`src/rtl/arq_pkg.sv`:
```
// Shared ARQ definitions: FSM state encoding, ACK/NAK codes, default parameters
// and a saturating counter helper.
package arq_pkg;

  typedef enum logic [2:0] {
    ST_IDLE  = 3'd0,
    ST_CHECK = 3'd1,
    ST_RESP  = 3'd2,
    ST_WAIT  = 3'd3,
    ST_FAIL  = 3'd4
  } arq_state_e;

  localparam logic RSP_ACK = 1'b0;
  localparam logic RSP_NAK = 1'b1;

  localparam int ARQ_MAX_RETRY_DEF   = 3;
  localparam int ARQ_TIMEOUT_CYC_DEF = 4096;

  localparam int STAT_W = 16;

  function automatic logic [STAT_W-1:0] sat_inc(input logic [STAT_W-1:0] v);
    return (v == '1) ? v : v + STAT_W'(1);
  endfunction

endpackage

```
`src/rtl/arq_timer.sv`:
```
// Retransmission timeout down-counter: load to TIMEOUT_CYC-1, count down while
// enabled, expire_o high while the count sits at zero.
module arq_timer
  import arq_pkg::*;
#(
  parameter int TIMEOUT_CYC = ARQ_TIMEOUT_CYC_DEF
) (
  input  logic clk_i,
  input  logic rst_ni,
  input  logic load_i,
  input  logic en_i,
  output logic expire_o
);

  localparam int TW = $clog2(TIMEOUT_CYC);
  localparam logic [TW-1:0] LOAD_VAL = TW'(TIMEOUT_CYC - 1);

  logic [TW-1:0] cnt_q, cnt_d;

  always_comb begin
    cnt_d = cnt_q;
    if (load_i) begin
      cnt_d = LOAD_VAL;
    end else if (en_i && (cnt_q != '0)) begin
      cnt_d = cnt_q - TW'(1);
    end
  end

  always_ff @(posedge clk_i or negedge rst_ni) begin
    if (!rst_ni) begin
      cnt_q <= '0;
    end else begin
      cnt_q <= cnt_d;
    end
  end

  assign expire_o = (cnt_q == '0);

endmodule

```
`src/rtl/arq_ctrl.sv`:
```
// ARQ controller: judges each frame's CRC result, issues ACK/NAK (held until accepted),
// retries with timeout, sticky link failure. Define ARQ_CTRL_STATS_EN for frame counters.
module arq_ctrl
  import arq_pkg::*;
#(
  parameter int MAX_RETRY   = ARQ_MAX_RETRY_DEF,
  parameter int TIMEOUT_CYC = ARQ_TIMEOUT_CYC_DEF
) (
  input  logic        i_clk,
  input  logic        i_rst_n,
  input  logic        i_arq_en,
  input  logic        i_arq_en_valid,
  input  logic        i_crc_err,
  input  logic        i_crc_err_valid,
  output logic        o_rsp_valid,
  input  logic        i_rsp_ready,
  output logic        o_rsp_nak,
  output logic [3:0]  o_retry_cnt,
  output logic        o_link_fail,
  input  logic        i_fail_clr
`ifdef ARQ_CTRL_STATS_EN
  ,
  output logic [15:0] o_frm_ok_cnt,
  output logic [15:0] o_frm_err_cnt
`endif
);

  localparam logic [3:0] MAX_R = 4'(MAX_RETRY);

  arq_state_e state_q, state_d;
  logic       arq_en_q, arq_en_d;
  logic [3:0] retry_q, retry_d;
  logic       nak_q, nak_d;

  logic decide, dec_en, dec_err;
  logic tmr_load, tmr_en, tmr_expire;

  arq_timer #(
    .TIMEOUT_CYC (TIMEOUT_CYC)
  ) u_timer (
    .clk_i    (i_clk),
    .rst_ni   (i_rst_n),
    .load_i   (tmr_load),
    .en_i     (tmr_en),
    .expire_o (tmr_expire)
  );

  always_ff @(posedge i_clk or negedge i_rst_n) begin
    if (!i_rst_n) begin
      state_q  <= ST_IDLE;
      arq_en_q <= 1'b0;
      retry_q  <= 4'd0;
      nak_q    <= RSP_ACK;
    end else begin
      state_q  <= state_d;
      arq_en_q <= arq_en_d;
      retry_q  <= retry_d;
      nak_q    <= nak_d;
    end
  end

  // A CRC result arriving together with the enable strobe (IDLE or WAIT) is judged
  // against the new enable immediately; a WAIT expiry is judged as a CRC error.
  always_comb begin
    state_d  = state_q;
    arq_en_d = arq_en_q;
    retry_d  = retry_q;
    nak_d    = nak_q;
    decide   = 1'b0;
    dec_en   = arq_en_q;
    dec_err  = i_crc_err;
    case (state_q)
      ST_IDLE, ST_WAIT: begin
        if (i_arq_en_valid) begin
          arq_en_d = i_arq_en;
          state_d  = ST_CHECK;
          if (i_crc_err_valid) begin
            decide = 1'b1;
            dec_en = i_arq_en;
          end
        end else if ((state_q == ST_WAIT) && tmr_expire) begin
          decide  = 1'b1;
          dec_err = 1'b1;
        end
      end
      ST_CHECK: begin
        if (i_crc_err_valid) begin
          decide = 1'b1;
        end
      end
      ST_RESP: begin
        if (i_rsp_ready) begin
          state_d = (nak_q == RSP_NAK) ? ST_WAIT : ST_IDLE;
        end
      end
      ST_FAIL: begin
        if (i_fail_clr) begin
          state_d = ST_IDLE;
          retry_d = 4'd0;
        end
      end
      default: state_d = ST_IDLE;
    endcase

    if (decide) begin
      if (!dec_en) begin
        state_d = ST_IDLE;
      end else if (!dec_err) begin
        state_d = ST_RESP;
        nak_d   = RSP_ACK;
        retry_d = 4'd0;
      end else if (retry_q < MAX_R) begin
        state_d = ST_RESP;
        nak_d   = RSP_NAK;
        retry_d = retry_q + 4'd1;
      end else begin
        state_d = ST_FAIL;
      end
    end
  end

  always_comb begin
    o_rsp_valid = 1'b0;
    o_rsp_nak   = 1'b0;
    o_link_fail = 1'b0;
    tmr_load    = 1'b0;
    tmr_en      = 1'b0;
    case (state_q)
      ST_RESP: begin
        o_rsp_valid = 1'b1;
        o_rsp_nak   = nak_q;
        tmr_load    = i_rsp_ready && (nak_q == RSP_NAK);
      end
      ST_WAIT: tmr_en      = 1'b1;
      ST_FAIL: o_link_fail = 1'b1;
      default: ;
    endcase
  end

  assign o_retry_cnt = retry_q;

`ifdef ARQ_CTRL_STATS_EN
  logic [STAT_W-1:0] ok_cnt_q, err_cnt_q;

  always_ff @(posedge i_clk or negedge i_rst_n) begin
    if (!i_rst_n) begin
      ok_cnt_q  <= '0;
      err_cnt_q <= '0;
    end else if (i_crc_err_valid && (state_q != ST_FAIL)) begin
      if (i_crc_err) begin
        err_cnt_q <= sat_inc(err_cnt_q);
      end else begin
        ok_cnt_q  <= sat_inc(ok_cnt_q);
      end
    end
  end

  assign o_frm_ok_cnt  = ok_cnt_q;
  assign o_frm_err_cnt = err_cnt_q;
`endif

endmodule

```
`config.mk`:
```
export PLATFORM = sky130hd
export DESIGN_NAME = arq_ctrl
export DESIGN_NICKNAME = d
export VERILOG_FILES = /design/src/rtl/arq_pkg.sv /design/src/rtl/arq_timer.sv /design/src/rtl/arq_ctrl.sv
export SDC_FILE = /design/constraint.sdc
export NUM_CORES = 1
export LEC_CHECK = 0
export CORE_MARGIN = 2
export CORE_UTILIZATION = 58
export CTS_CLUSTER_SIZE = 28
export DETAILED_ROUTE_END_ITERATION = 7
export GPL_TIMING_DRIVEN = 0
export PLACE_DENSITY_LB_ADDON = 0.25
export SLEW_MARGIN = 5
export SYNTH_ARGS = -nofsm -noshare
export SYNTH_HDL_FRONTEND = slang
export SYNTH_HIERARCHICAL = 1
export SYNTH_SLANG_ARGS = --single-unit
```
`constraint.sdc`:
```
create_clock -name i_clk -period 4.38 [get_ports i_clk]
set_input_delay 0.657 -clock i_clk [delete_from_list [all_inputs] [get_ports i_clk]]
set_output_delay 0.657 -clock i_clk [all_outputs]
set_load 0.005 [all_outputs]
```
==> results of run 1 <==
routing by layer:
metal	vias up	wire length, um
li1	552	-
met1	539	1268
met2	20	1345
met3	6	80
met4	0	46
met5	-	0
cell type report:
cell class | count | area share, %
Multi-Input combinational cell | 104 | 47.55
Sequential cell | 21 | 34.85
Timing Repair Buffer | 14 | 9.295
Tap cell | 28 | 2.324
Buffer | 6 | 2.158
Inverter | 8 | 1.992
Clock buffer | 3 | 1.494
Clock inverter | 1 | 0.3319
worst max-delay path by stage:
stage,start,slack [ns],endpoint
floorplan,u_timer/cnt_q[4]$_DFFE_PN0P_,1.88,o_retry_cnt[0]$_DFF_PN0_
global placement,u_timer/cnt_q[4]$_DFFE_PN0P_,1.62,o_retry_cnt[0]$_DFF_PN0_
detailed placement,u_timer/cnt_q[4]$_DFFE_PN0P_,1.56,o_retry_cnt[0]$_DFF_PN0_
CTS,u_timer/cnt_q[3]$_DFFE_PN0P_,1.52,state_q[1]$_DFFE_PN0P_
global route,u_timer/cnt_q[4]$_DFFE_PN0P_,1.35,state_q[1]$_DFFE_PN0P_
finish,u_timer/cnt_q[3]$_DFFE_PN0P_,1.51,state_q[1]$_DFFE_PN0P_
cells by family (layout without fill, tap and decap cells):
logic type                 Yosys count  count (layout)  share of synthesized area (%)
and+or+nand+nor                     63              63                          29.05
AOI/OAI and AO/OA                   33              33                          19.56
DFF                                 21              21                          40.27
buffers and inverters               14              32                          4.794
xor gates and xnor gates             4               4                          2.685
adders and majority gates            3               3                          2.877
muxes                                1               1                         0.7670
worst reg2reg max path: cells and delay by family (launching register included):
kind / cells / cell delay [ns]
AOI/OAI and AO/OA: 3 / 0.76
buffers and inverters: 1 / 0.18
DFF: 1 / 0.46
and+or+nand+nor: 5 / 1.41
Yosys cell counts (2+ instances only):
master	n
ha_1	3
o21ai_0	3
o31ai_1	6
nand2_1	7
a31oi_1	3
xnor2_1	2
nand3_1	4
clkbuf_1	3
dfrtp_1	21
nor3b_1	2
nand2b_1	4
o41ai_2	2
nor2b_1	6
o22ai_1	2
a21oi_1	9
nor4_1	4
inv_1	8
nand3b_1	2
buf_2	2
nor3_1	3
xor2_1	2
or2b_1	2
or4_1	6
nor2_1	9
and2_1	3
and3_1	2
state kept, by name, indices dropped and copies added (netlist names):
register	count
state_q	3
arq_en_q	1
o_retry_cnt	4
u_timer/cnt_q	12
nak_q	1
where the power goes:
| group | internal (mW) | total [mW] | switching (mW) |
|---|---|---|---|
| logic | 0.157 | 0.326 | 0.169 |
| clock network | 0.0341 | 0.0951 | 0.0610 |
| registers | 0.244 | 0.286 | 0.0420 |
cells in the final DEF, fill, tap and decap left out, types with 3 or more instances in the layout:
master | netlist | layout
nor3_1 | 3 | 3
or4_1 | 6 | 6
clkdlybuf4s50_1 | 0 | 14
o31ai_1 | 6 | 6
nand2_1 | 7 | 7
nand2b_1 | 4 | 4
ha_1 | 3 | 3
o21ai_0 | 3 | 3
nand3_1 | 4 | 4
nor2_1 | 9 | 9
inv_1 | 8 | 8
and2_1 | 3 | 3
clkbuf_1 | 3 | 3
a21oi_1 | 9 | 9
nor2b_1 | 6 | 6
clkbuf_4 | 0 | 3
a31oi_1 | 3 | 3
dfrtp_1 | 21 | 21
nor4_1 | 4 | 4
==> impl_metrics.tcl, run 1 <==
set metrics [dict create \
    status "finished clean" \
    worst-slew-pin-transition_ns 0.9321 \
    final_nets 169 \
    io_buffers 14 \
    grt_max_degree 22 \
    slowest_delay_ns 0.48 \
    core-area_um2 2170 \
    cts_hold_buf 0 \
    drtIter0Drc 45 \
    top_level_ports 15 \
    powerDensity_nw_per_um2 469.2 \
    yosys_warnings 6 \
    worst-path-buf-inv 1 \
    worst_hold_slack_ns 0.4942 \
    multi_input_area_um2 716.9 \
    leakage_nw 0.5747 \
    syn_area_per_cell_um2 9.389 \
    cp_top_family "simple AND/OR/NAND/NOR gates" \
    synthFlopType "dfrtp_1" \
    synth-seq-cells 21 \
    worst-setup-path-type "reg2reg" \
    synth_edf_count 0 \
    rr_endpoint "state_q[1]$_DFFE_PN0P_" \
    ff_latch_area_um2 525.5 \
    cp.depth 9 \
    grt_pass1_vias 1079 \
    hpwl_mm 2.052 \
    route.vias.total 1117 \
    wl_mm 2.740 \
    cp_cell_sequence "or4_1 > buf_2 > or2_4 > nor3_1 > nor2b_1 > a31oi_1 > a221oi_4 > and2b_1 > o32a_1" \
    min_path_type "reg2reg" \
    r2r_cells 9 \
    num-fill-cells 180 \
    r2r_slack_ns 1.51 \
    finalCritPeriodShare_pct 65.41 \
    viasPerCell 6.038 \
    place_congestion 0.8512 \
    dp_cells 181 \
    finalInstanceArea_um2 1508 \
    initial_core_util_pct 60.15 \
    ctsLongestPathBuffers 2 \
    die-area_um2 2646 \
    cts_made_buffers 3 \
    grt_use_total_pct 24.27 \
    cts_setup_buffers 0 \
    cap_viol_max_count 0 \
    yosys.area.top_type "dfrtp_1" \
    total_power_uw 707.4 \
    critPathCaptureType "register" \
    cts_resized 0 \
    setup_viol 0 \
    hold_viol_final 0 \
    area_delta_synth_final_pct 15.53 \
    rows 17 \
    wire_per_inst_um 14.81 \
    r2r-start "u_timer/cnt_q[3]$_DFFE_PN0P_" \
    fin_crit_ns 2.865 \
    synth_nets 150 \
    hp-start "u_timer/cnt_q[6]$_DFFE_PN0P_" \
    postSynthCellCount 139 \
    worst_slack_ns 1.515 \
    root_buffer "clkbuf_4" \
    n_antenna_cell 0 \
    drive_gt1_share_pct 9.554 \
    peakVddDrop_mv 0.3811 \
    met3_usage_pct 3.509 \
    maxSlewViolCount 0 \
    syn_area_um2 1305 \
    critPathSlowestCell "or4_1" \
    rsz0062_at_grt "no" \
    pre_cts_ws_ns 1.558 \
    cts_tree "built" \
    dieHeight_um 51.44 \
    path_max_fanout 7 \
    start_kind "register" \
    cts-htree-levels 1 \
    instances_no_fill 185 \
    grt_overflow 0 \
    required_ns 4.64 \
    drc_errors 0 \
    finClkSkew_ns 0.006086 \
    globalRoute.busiestLayer "met2" \
    max_slew_margin_pct 37.66 \
    hold_depth 1 \
    max_freq_mhz 349.0 \
    place_area_um2 1480 \
    synth_area_leaders "dfrtp_1 (40%), a21oi_1 (3.5%), o31ai_1 (3.5%)" \
    clkLatencyLatePin_ns 0.31 \
    grt_use_met2_pct 39.74 \
    setup_tns_ns 0 \
    grt_first_pass_wirelength_mm 4.712 \
    dieWidth_um 51.44 \
    grt_use_met1_pct 31.50 \
    fin_util_pct 69.49 \
    synth_top_area_share_pct 40.27 \
    first_pass_iters 4 \
    path_clk_slew_ns 0.12 \
    hold_end "u_timer/cnt_q[6]$_DFFE_PN0P_" \
    synth_seq_area_share_pct 40.27 \
    arrival_ns 3.12 \
    cts_sinks 21 \
    ys_async_sr_fraction_pct 100.0 \
    ys_types 45 \
    drtAntennaViolNets 0 \
    antenna_found_initial 0 \
]
(Power assumes the default switching activity.)
==> inputs of run 2 (changes only) <==
--- a/config.mk
+++ b/config.mk
@@ -6,7 +6,7 @@
 export NUM_CORES = 1
 export LEC_CHECK = 0
 export CORE_MARGIN = 2
-export CORE_UTILIZATION = 58
+export CORE_UTILIZATION = 55
 export CTS_CLUSTER_SIZE = 28
 export DETAILED_ROUTE_END_ITERATION = 7
 export GPL_TIMING_DRIVEN = 0
==> constraint.sdc (replaced) <==
create_clock -name i_clk -period 2.8 [get_ports i_clk]
set_input_delay 0.42 -clock i_clk [delete_from_list [all_inputs] [get_ports i_clk]]
set_output_delay 0.42 -clock i_clk [all_outputs]
set_load 0.005 [all_outputs]
==> run 2 against run 1 <==
Critical endpoint is now o_retry_cnt[0]$_DFF_PN0_. Register-to-register slack worse by 1.4 ns. Maximum frequency is 5.2% higher. Clock skew is 0.0011 ns higher. Cell count is 3.2% higher. Die area is 5.0% higher. Count of clock-buffer cells in the layout is 1 higher. Worst hold slack better by 0.0058 ns. Core utilization is 2.2 points higher. Sequential share of layout area is 2.0 points lower. Via count is 0.90% lower. Critical path type unchanged.
==> impl_metrics.tcl, run 2 (same netlist as run 1, synthesis figures left out) <==
set metrics [dict create \
    status "finished clean" \
    fin_crit_ns 2.724 \
    clkLatencyLatePin_ns 0.30 \
    finalInstanceArea_um2 1602 \
    wl_mm 2.869 \
    die-area_um2 2778 \
    maxSlewViolCount 0 \
    first_pass_iters 4 \
    routed.top_layer "met4" \
    required_ns 2.98 \
    pre_cts_ws_ns -0.0001796 \
    dieWidth_um 52.71 \
    drive_gt1_share_pct 16.56 \
    core-area_um2 2233 \
    antenna_found_initial 0 \
    drtIter0Drc 29 \
    worst-path-buf-inv 1 \
    fin_util_pct 71.71 \
    top_level_ports 15 \
    place_congestion 0.8320 \
    n_antenna_cell 0 \
    worst_hold_slack_ns 0.5001 \
    grt_first_pass_wirelength_mm 4.360 \
    rows 17 \
    grt_max_degree 22 \
    peakVddDrop_mv 0.5085 \
    cts_hold_buf 0 \
    dieHeight_um 52.71 \
    critPathSlowestCell "or4_4" \
    cap_viol_max_count 0 \
    largest_reg_flops 12 \
    met1Wirelength_mm 1.355 \
    cp_top_family "simple AND/OR/NAND/NOR gates" \
    place_area_um2 1480 \
    ctsLongestPathBuffers 2 \
    grt_overflow 0 \
    min_path_type "reg2reg" \
    setup_viol 0 \
    root_buffer "clkbuf_4" \
    powerDensity_nw_per_um2 705.8 \
    leakage_nw 0.6242 \
    area_delta_synth_final_pct 22.72 \
    max_freq_mhz 367.1 \
    finalCritPeriodShare_pct 97.29 \
    start_kind "register" \
    grt_pass1_vias 1017 \
    max_slew_margin_pct 39.18 \
    initial_core_util_pct 58.43 \
    path_max_fanout 7 \
    top_register "u_timer/cnt_q" \
    viasPerCell 5.796 \
    slowest_delay_ns 0.53 \
    finClkSkew_ns 0.007143 \
    cp_cell_sequence "or4_4 > buf_6 > or2_4 > nor3_4 > nor2b_4 > a31oi_4 > a221oi_4 > and2b_2 > o22ai_1" \
    cts_sinks 21 \
    final_common_cell "dfrtp_1" \
    cts-htree-levels 1 \
    route.vias.total 1107 \
    worst-slew-pin-transition_ns 0.9095 \
    io_buffers 14 \
    cts_made_buffers 3 \
    final_nets 175 \
    total_power_mw 1.130 \
    arrival_ns 2.91 \
    path_clk_slew_ns 0.11 \
    wire_per_inst_um 15.02 \
    hpwl_mm 1.928 \
    drtAntennaViolNets 0 \
    drc_errors 0 \
    cts_tree "built" \
    routed-wl-met3_um 82 \
    final_cell_mix "dfrtp_1 (20), clkdlybuf4s50_1 (14), nor2_1 (9), a21oi_1 (9), inv_1 (8)" \
    hold_viol_final 0 \
    wl_met2_mm 1.412 \
    worst_slack_ns 0.07595 \
    critPathCaptureType "register" \
    grt_use_total_pct 21.50 \
    worst-setup-path-type "reg2reg" \
]
run 2: final cells by class:
cell class / count / area [um2]
repair buffers: 20 / 185.2
fillers: 174 / 631.9
clock buffers: 4 / 26.28
multi-input cells: 104 / 759.5
flip-flops and latches: 21 / 526.8
well taps: 28 / 35.03
inverters: 8 / 30.03
plain buffers: 6 / 38.79
run 2: through the flow:
stage / cells / TNS (ns)
floorplan: 139 / 0
global placement: 181 / 0
detailed placement: 181 / -0.0001796
CTS: 186 / 0
global route: 191 / -0.08454
finish: 191 / 0
run 2: worst paths after layout:
kind / startpoint / cells past startpoint / to / slack (ns)
worst min-delay path: u_timer/cnt_q[6]$_DFFE_PN0P_ / 1 / u_timer/cnt_q[6]$_DFFE_PN0P_ / 0.50
worst max register to register: u_timer/cnt_q[4]$_DFFE_PN0P_ / 9 / o_retry_cnt[0]$_DFF_PN0_ / 0.08
worst min register to register: u_timer/cnt_q[6]$_DFFE_PN0P_ / 1 / u_timer/cnt_q[6]$_DFFE_PN0P_ / 0.50
min in group asynchronous: i_rst_n / 1 / u_timer/cnt_q[6]$_DFFE_PN0P_ / 0.62
max in group asynchronous: i_rst_n / 1 / u_timer/cnt_q[3]$_DFFE_PN0P_ / 1.56
worst max-delay path: u_timer/cnt_q[4]$_DFFE_PN0P_ / 9 / o_retry_cnt[0]$_DFF_PN0_ / 0.08
run 2: power by group:
group / internal (mW) / total (mW) / switching, mW
Combinational: 0.260 / 0.542 / 0.281
Clock: 0.0554 / 0.139 / 0.0840
Sequential: 0.383 / 0.449 / 0.0659
Total: 0.699 / 1.13 / 0.431
run 2: per-layer routing:
metal,vias to the layer above,global-route usage (%)
met3,2,2.571
met1,526,27.82
met5,-,0
met2,18,36.04
li1,561,-
met4,0,8.974
run 2: what timing repair did:
action / CTS / global route
gates resized for setup: 1 / 12
setup buffers: 1 / 5
hold endpoints to repair: 0 / 0
setup endpoints to repair: 3 / 7
pin swaps: 1 / 1
